### src/rtl/aes_inv_key_gen_if.sv
// Handshake and data bundle for the inverse AES-128 key schedule generator.
// The external S-box sits on the sub_o -> sub_i path.
interface aes_inv_key_gen_if;
    logic         start_i;
    logic [127:0] key_i;
    logic         key_ready_i;
    logic [31:0]  sub_i;
    logic [31:0]  sub_o;
    logic [127:0] key_o;
    logic [3:0]   rnd_o;
    logic         key_valid_o;
    logic         busy_o;
    logic         done_o;

    modport slave (
        input  start_i, key_i, key_ready_i, sub_i,
        output sub_o, key_o, rnd_o, key_valid_o, busy_o, done_o
    );

    modport master (
        output start_i, key_i, key_ready_i, sub_i,
        input  sub_o, key_o, rnd_o, key_valid_o, busy_o, done_o
    );
endinterface

### src/rtl/aes_inv_key_gen.sv
// Walks the AES-128 key schedule backwards from K10 to K0, one round key per
// EMIT/STEP pair, using an external combinational S-box for SubWord.
module aes_inv_key_gen (
    input  logic               clk,
    input  logic               nrst,
    aes_inv_key_gen_if.slave   kif
);

    typedef enum logic [1:0] {IDLE, EMIT, STEP} state_t;

    state_t       state, state_nxt;
    logic [127:0] key_q, key_nxt;
    logic [3:0]   rnd_q, rnd_nxt;
    logic         done_q, done_nxt;
    logic [31:0]  w0, w1, w2, w3, w23;
    logic [7:0]   rcon;

    assign {w0, w1, w2, w3} = key_q;
    assign w23 = w3 ^ w2;

    // Rcon indexed by the round whose key is being undone.
    always_comb begin
        rcon = 8'h00;
        case (rnd_q)
            4'd10:   rcon = 8'h36;
            4'd9:    rcon = 8'h1b;
            4'd8:    rcon = 8'h80;
            4'd7:    rcon = 8'h40;
            4'd6:    rcon = 8'h20;
            4'd5:    rcon = 8'h10;
            4'd4:    rcon = 8'h08;
            4'd3:    rcon = 8'h04;
            4'd2:    rcon = 8'h02;
            4'd1:    rcon = 8'h01;
            default: rcon = 8'h00;
        endcase
    end

    always_comb begin
        state_nxt = state;
        key_nxt   = key_q;
        rnd_nxt   = rnd_q;
        done_nxt  = 1'b0;
        case (state)
            IDLE: begin
                if (kif.start_i) begin
                    key_nxt   = kif.key_i;
                    rnd_nxt   = 4'd10;
                    state_nxt = EMIT;
                end
            end
            EMIT: begin
                if (kif.key_ready_i) begin
                    if (rnd_q == 4'd0) begin
                        state_nxt = IDLE;
                        done_nxt  = 1'b1;
                    end else begin
                        state_nxt = STEP;
                    end
                end
            end
            STEP: begin
                key_nxt   = {w0 ^ kif.sub_i ^ {rcon, 24'h0}, w1 ^ w0, w2 ^ w1, w23};
                rnd_nxt   = (rnd_q == 4'd0) ? 4'd0 : rnd_q - 4'd1;
                state_nxt = EMIT;
            end
            default: state_nxt = IDLE;
        endcase
    end

    always_ff @(posedge clk or negedge nrst) begin
        if (!nrst) begin
            state  <= IDLE;
            key_q  <= '0;
            rnd_q  <= '0;
            done_q <= 1'b0;
        end else begin
            state  <= state_nxt;
            key_q  <= key_nxt;
            rnd_q  <= rnd_nxt;
            done_q <= done_nxt;
        end
    end

    assign kif.sub_o       = {w23[23:0], w23[31:24]};
    assign kif.key_o       = key_q;
    assign kif.rnd_o       = rnd_q;
    assign kif.key_valid_o = (state == EMIT);
    assign kif.busy_o      = (state != IDLE);
    assign kif.done_o      = done_q;

endmodule

### src/flat_wrapper.sv
// flat-port wrapper written by rule: the top's interface ports become plain ports
module aes_inv_key_gen_flat 
  (clk, nrst, kif_start_i, kif_key_i, kif_key_ready_i, kif_sub_i, kif_sub_o, kif_key_o, kif_rnd_o, kif_key_valid_o, kif_busy_o, kif_done_o);
  aes_inv_key_gen_if kif_i ();
  input  logic clk;
  input  logic nrst;
  input wire logic [$bits(kif_i.start_i)-1:0] kif_start_i;
  input wire logic [$bits(kif_i.key_i)-1:0] kif_key_i;
  input wire logic [$bits(kif_i.key_ready_i)-1:0] kif_key_ready_i;
  input wire logic [$bits(kif_i.sub_i)-1:0] kif_sub_i;
  output wire logic [$bits(kif_i.sub_o)-1:0] kif_sub_o;
  output wire logic [$bits(kif_i.key_o)-1:0] kif_key_o;
  output wire logic [$bits(kif_i.rnd_o)-1:0] kif_rnd_o;
  output wire logic [$bits(kif_i.key_valid_o)-1:0] kif_key_valid_o;
  output wire logic [$bits(kif_i.busy_o)-1:0] kif_busy_o;
  output wire logic [$bits(kif_i.done_o)-1:0] kif_done_o;
  assign kif_i.start_i = kif_start_i;
  assign kif_i.key_i = kif_key_i;
  assign kif_i.key_ready_i = kif_key_ready_i;
  assign kif_i.sub_i = kif_sub_i;
  assign kif_sub_o = kif_i.sub_o;
  assign kif_key_o = kif_i.key_o;
  assign kif_rnd_o = kif_i.rnd_o;
  assign kif_key_valid_o = kif_i.key_valid_o;
  assign kif_busy_o = kif_i.busy_o;
  assign kif_done_o = kif_i.done_o;
  aes_inv_key_gen u_core (.clk(clk), .nrst(nrst), .kif(kif_i));
endmodule
### config.mk
export PLATFORM = sky130hd
export DESIGN_NAME = aes_inv_key_gen_flat
export DESIGN_NICKNAME = d
export VERILOG_FILES = /design/src/rtl/aes_inv_key_gen_if.sv /design/src/rtl/aes_inv_key_gen.sv /design/src/flat_wrapper.sv
export SDC_FILE = /design/constraint.sdc
export NUM_CORES = 1
export LEC_CHECK = 0
export CORE_ASPECT_RATIO = 1.25
export CORE_UTILIZATION = 45
export CTS_BUF_LIST = sky130_fd_sc_hd__clkbuf_8
export CTS_CLUSTER_SIZE = 24
export DETAILED_ROUTE_END_ITERATION = 12
export PLACE_DENSITY = 0.91
export SLEW_MARGIN = 30
export SYNTH_ARGS = -nofsm -noshare
export SYNTH_HDL_FRONTEND = slang
export SYNTH_SLANG_ARGS = --single-unit
### constraint.sdc
create_clock -name clk -period 2.1 [get_ports clk]
set_clock_uncertainty 0.2 [all_clocks]
set_input_delay 0.315 -clock clk [delete_from_list [all_inputs] [get_ports clk]]
set_output_delay 0.315 -clock clk [all_outputs]
set_load 0.01 [all_outputs]
== Word-level counts from Yosys, hierarchy flattened ==
Memories as Yosys holds them, arrays and structs flattened.
Index checks and enable logic that the tools add are counted.

* Reductions and logical operators: 6
* Add/subtract/negate cells: 1
* Multiplexer cells: 12
* Order comparisons: 0
* Div/mod/pow operators: 0
* $mul: 0
* Eq/ne operators: 4
* Bitwise gates (word level): 5
* Shift operators: 0

{| class="wikitable"
|+ Operators by type and width
! kind !! number
|-
| $pmux 128 s2 || 1
|-
| $xor 32x32->32 || 5
|-
| $mux 128 || 1
|-
| $mux 4 || 2
|-
| $pmux 4 s2 || 1
|-
| $mux 2 || 3
|-
| $pmux 2 s3 || 1
|-
| $logic_not 4->1 || 1
|-
| $ne 2x2->1 const B || 2
|-
| $reduce_and 2->1 || 2
|-
| $reduce_bool 2->1 || 2
|-
| $sub 4x1->4 const B || 1
|-
| $mux 1 || 3
|-
| $eq 2x1->1 const B || 1
|-
| $eq 2x2->1 const B || 1
|-
| $logic_not 2->1 || 1
|}

* Bits of input ports: 164
* Memories: 1
* Logic and storage cells: 33
* RAM bits: 0
* ROM bits: 128
* Output and inout bits: 167
* Register bits after elaboration: 135
* Latch bits: 0

{| class="wikitable"
|+ Memory list
! memory !! words !! width !! rd ports !! clocked after memory_dff !! wr ports !! line !! RTL
|-
| (name not given) || 16 || 8 || 1 || 0 || 0 || aes_inv_key_gen.sv:24 || <nowiki>case (rnd_q)</nowiki>
|}

== Depth between registers and ports, before layout ==
Gate-level depths: netlist of the first run.

* Depth in word-level cells: 4
* Depth in mapped cells: 9
* Gate-level depth less buffers: 6

== Worst setup path after synthesis of the first run ==
No wires, ideal clock.

* Path kind: register to register
* Start: reg u_core.rnd_q[0] (netlist: u_core.kif.rnd_o[0])
* End: reg u_core.key_q[121] (netlist: u_core.kif.key_o[121])
* Slack: 291 ps
* Data required time: 1,774 ps
* Period minus slack after synthesis: 1,809 ps
* Cell stages (with the launch flop): 7
* Path buffers: 0
* Arrival: 1,483 ps
* Setup time: 126 ps
* Cells stage by stage: dfrtp_1 > inv_1 > ha_1 > mux2i_1 > nor4b_1 > o21bai_1 > a221o_1

* Word-level cells in the longest chain between the ends: 3

{| class="wikitable"
|+ Ends and longest elaborated chain
! element !! line !! RTL
|-
| from (decl) || aes_inv_key_gen.sv:13 || <nowiki>logic [3:0] rnd_q, rnd_nxt;</nowiki>
|-
| from (signal assigned) || aes_inv_key_gen.sv:80 || <nowiki>rnd_q <= rnd_nxt;</nowiki>
|-
| $mem_v2 16x8 || - ||
|-
| $xor 32x32->32 || aes_inv_key_gen.sv:63 || <nowiki>key_nxt = {w0 ^ kif.sub_i ^ {rcon, 24'h0}, w1 ^ w0, w2 ^ w1, w23};</nowiki>
|-
| $pmux 128 s2 || aes_inv_key_gen.sv:44 || <nowiki>case (state)</nowiki>
|-
| to (signal assigned) || aes_inv_key_gen.sv:79 || <nowiki>key_q <= key_nxt;</nowiki>
|-
| to (decl) || aes_inv_key_gen.sv:12 || <nowiki>logic [127:0] key_q, key_nxt;</nowiki>
|}

Every way passes these cells.
A chain may end at the register's enable or synchronous reset.

== Worst setup path after layout of the first run ==
* Start: reg u_core.key_q[64] (netlist: u_core.kif.key_o[64])
* End: out kif_key_o[64]

{| class="wikitable"
|+ RTL lines
! element !! line !! RTL
|-
| to (decl) || flat_wrapper.sv:12 || <nowiki>output wire logic [$bits(kif_i.key_o)-1:0] kif_key_o;</nowiki>
|}

No word-level cell between the ends.

==> results of run 1 <==
## layout by cell type, fill, tap and decap left out, drive strengths merged, types with 3 or more instances in the layout
cell / count
clkdlybuf4s50: 294
dfrtp: 135
a31oi: 120
nor2: 103
o21ai: 102
o2bb2ai: 94
nand2: 84
buf: 53
xor2: 37
dlygate4sd2: 28
o22a: 26
o21a: 24
nor3b: 20
clkbuf: 20
inv: 15
dlymetal6s2s: 6
xnor2: 5
mux2i: 5
ha: 5
nor2b: 4
nor3: 4
a221o: 4
bufinv: 4
a21oi: 4
diode: 3
o21bai: 3
a22oi: 3
## cell type report
class	count	area, um^2	area share [%]
antenna	3	7.51	0.0620
clock buffer	20	275	2.27
clock inverter	12	174	1.44
inverter	11	46.3	0.382
multi-input combinational	667	4140	34.2
sequential	135	3420	28.2
tap	220	275	2.27
timing repair buffer	382	3770	31.2
## per-stage QoR
| stage | instance area (um^2) | instances | power, mW |
|---|---|---|---|
| 6_report | 12100 | 1450 | 18.5 |
| 5_1_grt | 12100 | 1449 | 19.6 |
| 4_1_cts | 12000 | 1438 | 18.3 |
| 3_5_place_dp | 11400 | 1389 | 15.9 |
| 3_3_place_gp | 11400 | 1389 | 15.6 |
| 2_1_floorplan | 7940 | 896 | 10.4 |
## worst min-delay path, cell delays in order
cell and delay (ns):
buf_4 0.18, a31oi_1 0.10, o2bb2ai_1 0.13
## path summary, 6_finish.rpt
| kind | slack [ns] | endpoint | cells after the start |
|---|---|---|---|
| worst max-delay path | 0.05 | kif_key_o[64] | 1 |
| worst min-delay path | 0.13 | u_core.kif.key_o[73]$_DFFE_PN0P_ | 3 |
| worst max register to register | 0.07 | u_core.kif.rnd_o[3]$_DFFE_PN0P_ | 5 |
| worst min register to register | 0.36 | u_core.kif.key_o[27]$_DFFE_PN0P_ | 1 |
| max in group asynchronous | 0.82 | u_core.kif.key_o[33]$_DFFE_PN0P_ | 3 |
| min in group asynchronous | 0.19 | u_core.kif.key_o[24]$_DFFE_PN0P_ | 2 |
## cells by family after synthesis
group                      Yosys count
buffers and inverters               94
adders and majority gates            5
DFF                                135
and+or+nand+nor                    227
muxes                                5
AOI/OAI and AO/OA                  388
xor gates and xnor gates            42
## timing repair
action / 4_1_cts / 5_1_grt
endpoints found under the setup margin: 38 / 9
resized for setup: 53 / 8
hold endpoints to repair: 46 / 0
hold buffers: 1 / 0
setup buffers: 16 / 9
## power breakdown
group          leakage (nW)  switching (mW)  internal, mW
registers              1.60            1.86          3.89
clock network         0.228            1.06          1.39
logic                  2.95            4.87          5.39
## per-layer routing
| metal | GRT usage [%] | vias to the layer above |
|---|---|---|
| li1 | - | 3992 |
| met4 | 17.0 | 0 |
| met2 | 51.6 | 494 |
| met5 | 0 | - |
| met1 | 40.6 | 4282 |
| met3 | 5.95 | 76 |
## state kept, by name, indices dropped and copies added, names as in the netlist
register and flops:
u_core.kif.done_o 1, u_core.kif.key_o 128, u_core.kif.rnd_o 4, u_core.state 2
==> results.ini, run 1 <==
[outcome]
status=complete, no violations

[place]
dp_hpwl_um=19700
io_buffers=330
dp_worst_setup_slack_ns=0.203
gp_congestion=0.894

[yosys]
yosysWarningCount=0
muxShareOfSynthArea_pct=0.631
ys_ff_latch=135
synth_fp_nets=1065
synth_edf_count=0
synth-seq-area-share_pct=42.6
yosys-top-cells-count=135 x dfrtp_1, 120 x a31oi_1, 103 x nor2_1
synth_most_common_cell=dfrtp_1
synth_top_family_by_area=compound AO/OA/AOI/OAI gates
yosys.area_share.simple_pct=12.3
ys.flop_type=dfrtp_1
synth_compound_area_share_pct=33.6
synth_xor_area_share_pct=4.64
yosysTopAreaCellShare_pct=42.6
ys_async_sr_fraction_pct=100
yosysTopAreaCell=dfrtp_1
synth_area_leaders=dfrtp_1 43%, o2bb2ai_1 10%, a31oi_1 9.5%
synth_fa_ha_area_share_pct=0.788
avgSynthCellArea_um2=8.86
synth.distinct_cells=42
syn_inst=896
netlist_area_um2=7940

[power_and_ir_drop]
power.leakage_nw=4.78
p_per_area_nw_per_um2=1530
irDropWorstVdd_mv=0.983

[routing]
drc=0
num_vias=8844
routedWlPerCell_um=20.2
top_layer=met4
wl_met3_um=2020
drtIter0Drc=862
vias_per_cell=6.10
met1_length_um=11500
drt_pass1_iterations=5
routed_wl_um=29300
ant_nets=0
wl_met2_um=14500

[floorplan]
num_rows=53
die_h_um=150
io_pins=331
chipWidth_um=121
die_area_um2=18200
core-area_um2=17000
start_util_pct=46.6

[finish]
postLayoutCoreUtil_pct=71.0
syn2layout_area_growth_pct=52.5
final_nets=1383
nFillCells=1233
drive_above_1_share_pct=9.29

[timing]
worst_pin_slew_ns=0.763
fin_ws_ns=0.0511
fin_crit_sh_pct=97.6
drv_slew=0
setup_viol=0
tns_ns=0
maxSlewHeadroom_pct=49.2
rsz0062_at_grt=false
fin_hold_ws_ns=0.131
fmax_mhz=488
finalHoldViolCount=0
period_needed_ns=2.05

[clock_tree]
htreeDepth=4
cts.clk_slew.worst_paths_ns=0.08
clk_path_buf_depth=2
cts_buffers=17
cts_sinks=135
insertion_delay_ns=0.44
root_buffer=clkbuf_8
cts_tree=done

[global_routing]
antenna_found_initial=2
grt_pass1_vias=8254
grt-ovfl-total=0
track_usage_pct=31.9
grt_pass1_wl_um=44700
grt_max_degree=92

[critical_path]
endpoint_kind=output pin
worstPathArrival_ns=1.53
cp_max_fo=5
max_stage_delay_ns=0.61
path_delay_family=buffers and inverters
crit_type=reg -> out
rr_startpoint=u_core.state[1]$_DFFE_PN0P_
cp-startpoint=u_core.kif.key_o[64]$_DFFE_PN0P_
path_buf_inv=1
cpMaxStageDelayCell=clkdlybuf4s50_1
cp_cell_sequence=clkdlybuf4s50_1
cp-start-kind=flop
required_ns=1.58

[hold_path]
hold_path.class=in -> reg
hp-start=kif_start_i

[flow_run]
drv_cap=0

Power figures use the tool's default switching activity.
==> run 2, diff against run 1 <==
--- a/config.mk
+++ b/config.mk
@@ -6,6 +6,7 @@
 export NUM_CORES = 1
 export LEC_CHECK = 0
 export CORE_ASPECT_RATIO = 1.25
+export CORE_MARGIN = 8
 export CORE_UTILIZATION = 45
 export CTS_BUF_LIST = sky130_fd_sc_hd__clkbuf_8
 export CTS_CLUSTER_SIZE = 24
==> results.ini, run 2 (same netlist as run 1, synthesis figures left out) <==
[routing]
drt_pass1_iterations=5  ; unchanged
drc=0  ; unchanged
routed_wl_um=30500  ; +4.1%
drtIter0Drc=983  ; +14%
ant_nets=0  ; unchanged
wl_met3_um=2340  ; +16%
num_vias=8654  ; -2.1%
vias_per_cell=6.00  ; -1.6%
top_layer=met4
wl_met2_um=14900  ; +2.6%
routedWlPerCell_um=21.1  ; +4.6%
met1_length_um=12000  ; +4.7%

[finish]
layout_common_cells=293 x clkdlybuf4s50_1, 120 x a31oi_1, 111 x dfrtp_1
drive_above_1_share_pct=8.46  ; -0.83 points
postLayoutCoreUtil_pct=69.2  ; -1.8 points
syn2layout_area_growth_pct=51.5
fin_cells=1442  ; -0.55%
final_nets=1374  ; -0.65%
num_antenna_cells=0  ; -3
mostFrequentLayoutCell=clkdlybuf4s50_1
largest_reg_flops=128  ; unchanged

[hold_path]
hp-start=kif_start_i
hold_path.class=in -> reg
whs_path_depth=3  ; unchanged
min_to=u_core.kif.key_o[75]$_DFFE_PN0P_

[floorplan]
num_rows=54  ; +1.9%
die_h_um=164  ; +9.3%
start_util_pct=45.7  ; -0.86 points
die_area_um2=22200  ; +22%
core-area_um2=17400  ; +1.9%
io_pins=331  ; unchanged
chipWidth_um=135  ; +12%

[clock_tree]
insertion_delay_ns=0.45  ; about the same
cts_tree=done
htreeDepth=4  ; unchanged
cts.clk_slew.worst_paths_ns=0.08  ; about the same
root_buffer=clkbuf_8
cts_sinks=135  ; unchanged
clk_path_buf_depth=2  ; unchanged
cts_buffers=17  ; unchanged

[critical_path]
endpoint_kind=output pin
cp_max_fo=5  ; unchanged
crit_type=reg -> out
max_stage_delay_ns=0.61  ; about the same
r2r-end=u_core.kif.key_o[41]$_DFFE_PN0P_
path_buf_inv=1  ; unchanged
cpMaxStageDelayCell=clkdlybuf4s50_1
r2r_slack_ns=0.14  ; +0.07 ns
path_delay_family=buffers and inverters
rr_startpoint=u_core.state[1]$_DFFE_PN0P_
cp-start-kind=flop
required_ns=1.58  ; about the same
cp_cell_sequence=clkdlybuf4s50_1
worstPathArrival_ns=1.56  ; +0.03 ns
rr_worst_depth=7  ; +2

[global_routing]
grt_max_degree=95  ; +3.3%
grt_pass1_wl_um=46600  ; +4.3%
grt-ovfl-total=0  ; unchanged
track_usage_pct=26.4  ; -5.5 points
antenna_found_initial=0  ; -2
grt_pass1_vias=8328  ; +0.90%

[power_and_ir_drop]
fin_total_pwr_mw=18.5  ; about the same
p_per_area_nw_per_um2=1540  ; +0.70%
irDropWorstVdd_mv=1.47  ; +49%
power.leakage_nw=4.70  ; -1.7%

[place]
dp_hpwl_um=21300  ; +8.4%
gp_congestion=0.833  ; -6.8%
dp_worst_setup_slack_ns=0.218  ; +0.0144 ns
dp.cells=1392  ; +0.22%
io_buffers=330  ; unchanged

[timing]
maxSlewHeadroom_pct=46.7  ; -2.5 points
worst_pin_slew_ns=0.799  ; +0.0368 ns
fmax_mhz=482  ; -1.1%
rsz0062_at_grt=false
period_needed_ns=2.07  ; +0.0237 ns
drv_slew=0  ; unchanged
finalHoldViolCount=0  ; unchanged
fin_crit_sh_pct=98.7  ; +1.1 points
fin_ws_ns=0.0274  ; -0.0237 ns
setup_viol=0  ; unchanged
tns_ns=0  ; unchanged

[flow_run]
drv_cap=0  ; unchanged

[outcome]
status=complete, no violations

==> run 2: cell types whose count changed in the layout (fill, tap and decap cells not counted), moves of 2 or more <==
| cell | previous run | this run |
|---|---|---|
| buf_4 | 44 | 36 |
| dfrtp_1 | 107 | 111 |
| dfrtp_2 | 26 | 22 |
| dlygate4sd2_1 | 28 | 32 |
| dlymetal6s2s_1 | 6 | 2 |
| diode_2 | 3 | 0 |
| buf_12 | 8 | 6 |
==> run 2: worst max-delay path by stage <==
| stage | startpoint | endpoint | slack (ns) | depth (start not counted) |
|---|---|---|---|---|
| 4_1_cts | u_core.state[1]$_DFFE_PN0P_ | kif_busy_o | 0.00002 | 2 |
| 6_report | u_core.kif.key_o[64]$_DFFE_PN0P_ | kif_key_o[64] | 0.03 | 1 |
| 2_1_floorplan | u_core.kif.rnd_o[0]$_DFFE_PN0P_ | u_core.kif.key_o[121]$_DFFE_PN0P_ | 0.29 | 6 |
| 5_1_grt | u_core.kif.key_o[103]$_DFFE_PN0P_ | kif_key_o[103] | 0.002 | 1 |
| 3_3_place_gp | u_core.state[1]$_DFFE_PN0P_ | kif_key_valid_o | 0.22 | 4 |
| 3_5_place_dp | u_core.state[1]$_DFFE_PN0P_ | kif_busy_o | 0.22 | 2 |
==> run 2: per-layer routing <==
metal | GRT usage [%] | vias to the layer above
li1 | - | 3945
met1 | 32.5 | 4253
met2 | 42.8 | 388
met3 | 5.81 | 68
met4 | 13.1 | 0
met5 | 0 | -
==> run 2: where the power goes <==
part	internal, mW	switching, mW
clock	1.51	1.07
sequential	3.88	1.85
combinational	5.24	4.92
total	10.6	7.84
==> run 2: timing repair <==
action	4_1_cts	5_1_grt
buffers inserted	16	1
setup endpoints to repair	38	7
gates resized for setup	54	6
hold buffers	1	0
hold endpoints to repair	58	0
pin swaps	0	0
==> run 2: cell type report <==
| type | count | area [um^2] |
|---|---|---|
| clock buffer | 20 | 275 |
| clock inverter | 12 | 198 |
| fill | 1282 | 5340 |
| inverter | 11 | 46.3 |
| timing repair buffer | 373 | 3670 |
| sequential | 135 | 3410 |
| tap | 224 | 280 |
| multi-input combinational | 667 | 4140 |
==> run 2: metrics by stage <==
step | area (um^2) | hold slack, ns
6_report | 12000 | 0.0781
5_1_grt | 12000 | 0.0798
4_1_cts | 12000 | 0.0503
3_5_place_dp | 11400 | 0.108
3_3_place_gp | 11400 | 0.111
2_1_floorplan | 7940 | -0.181
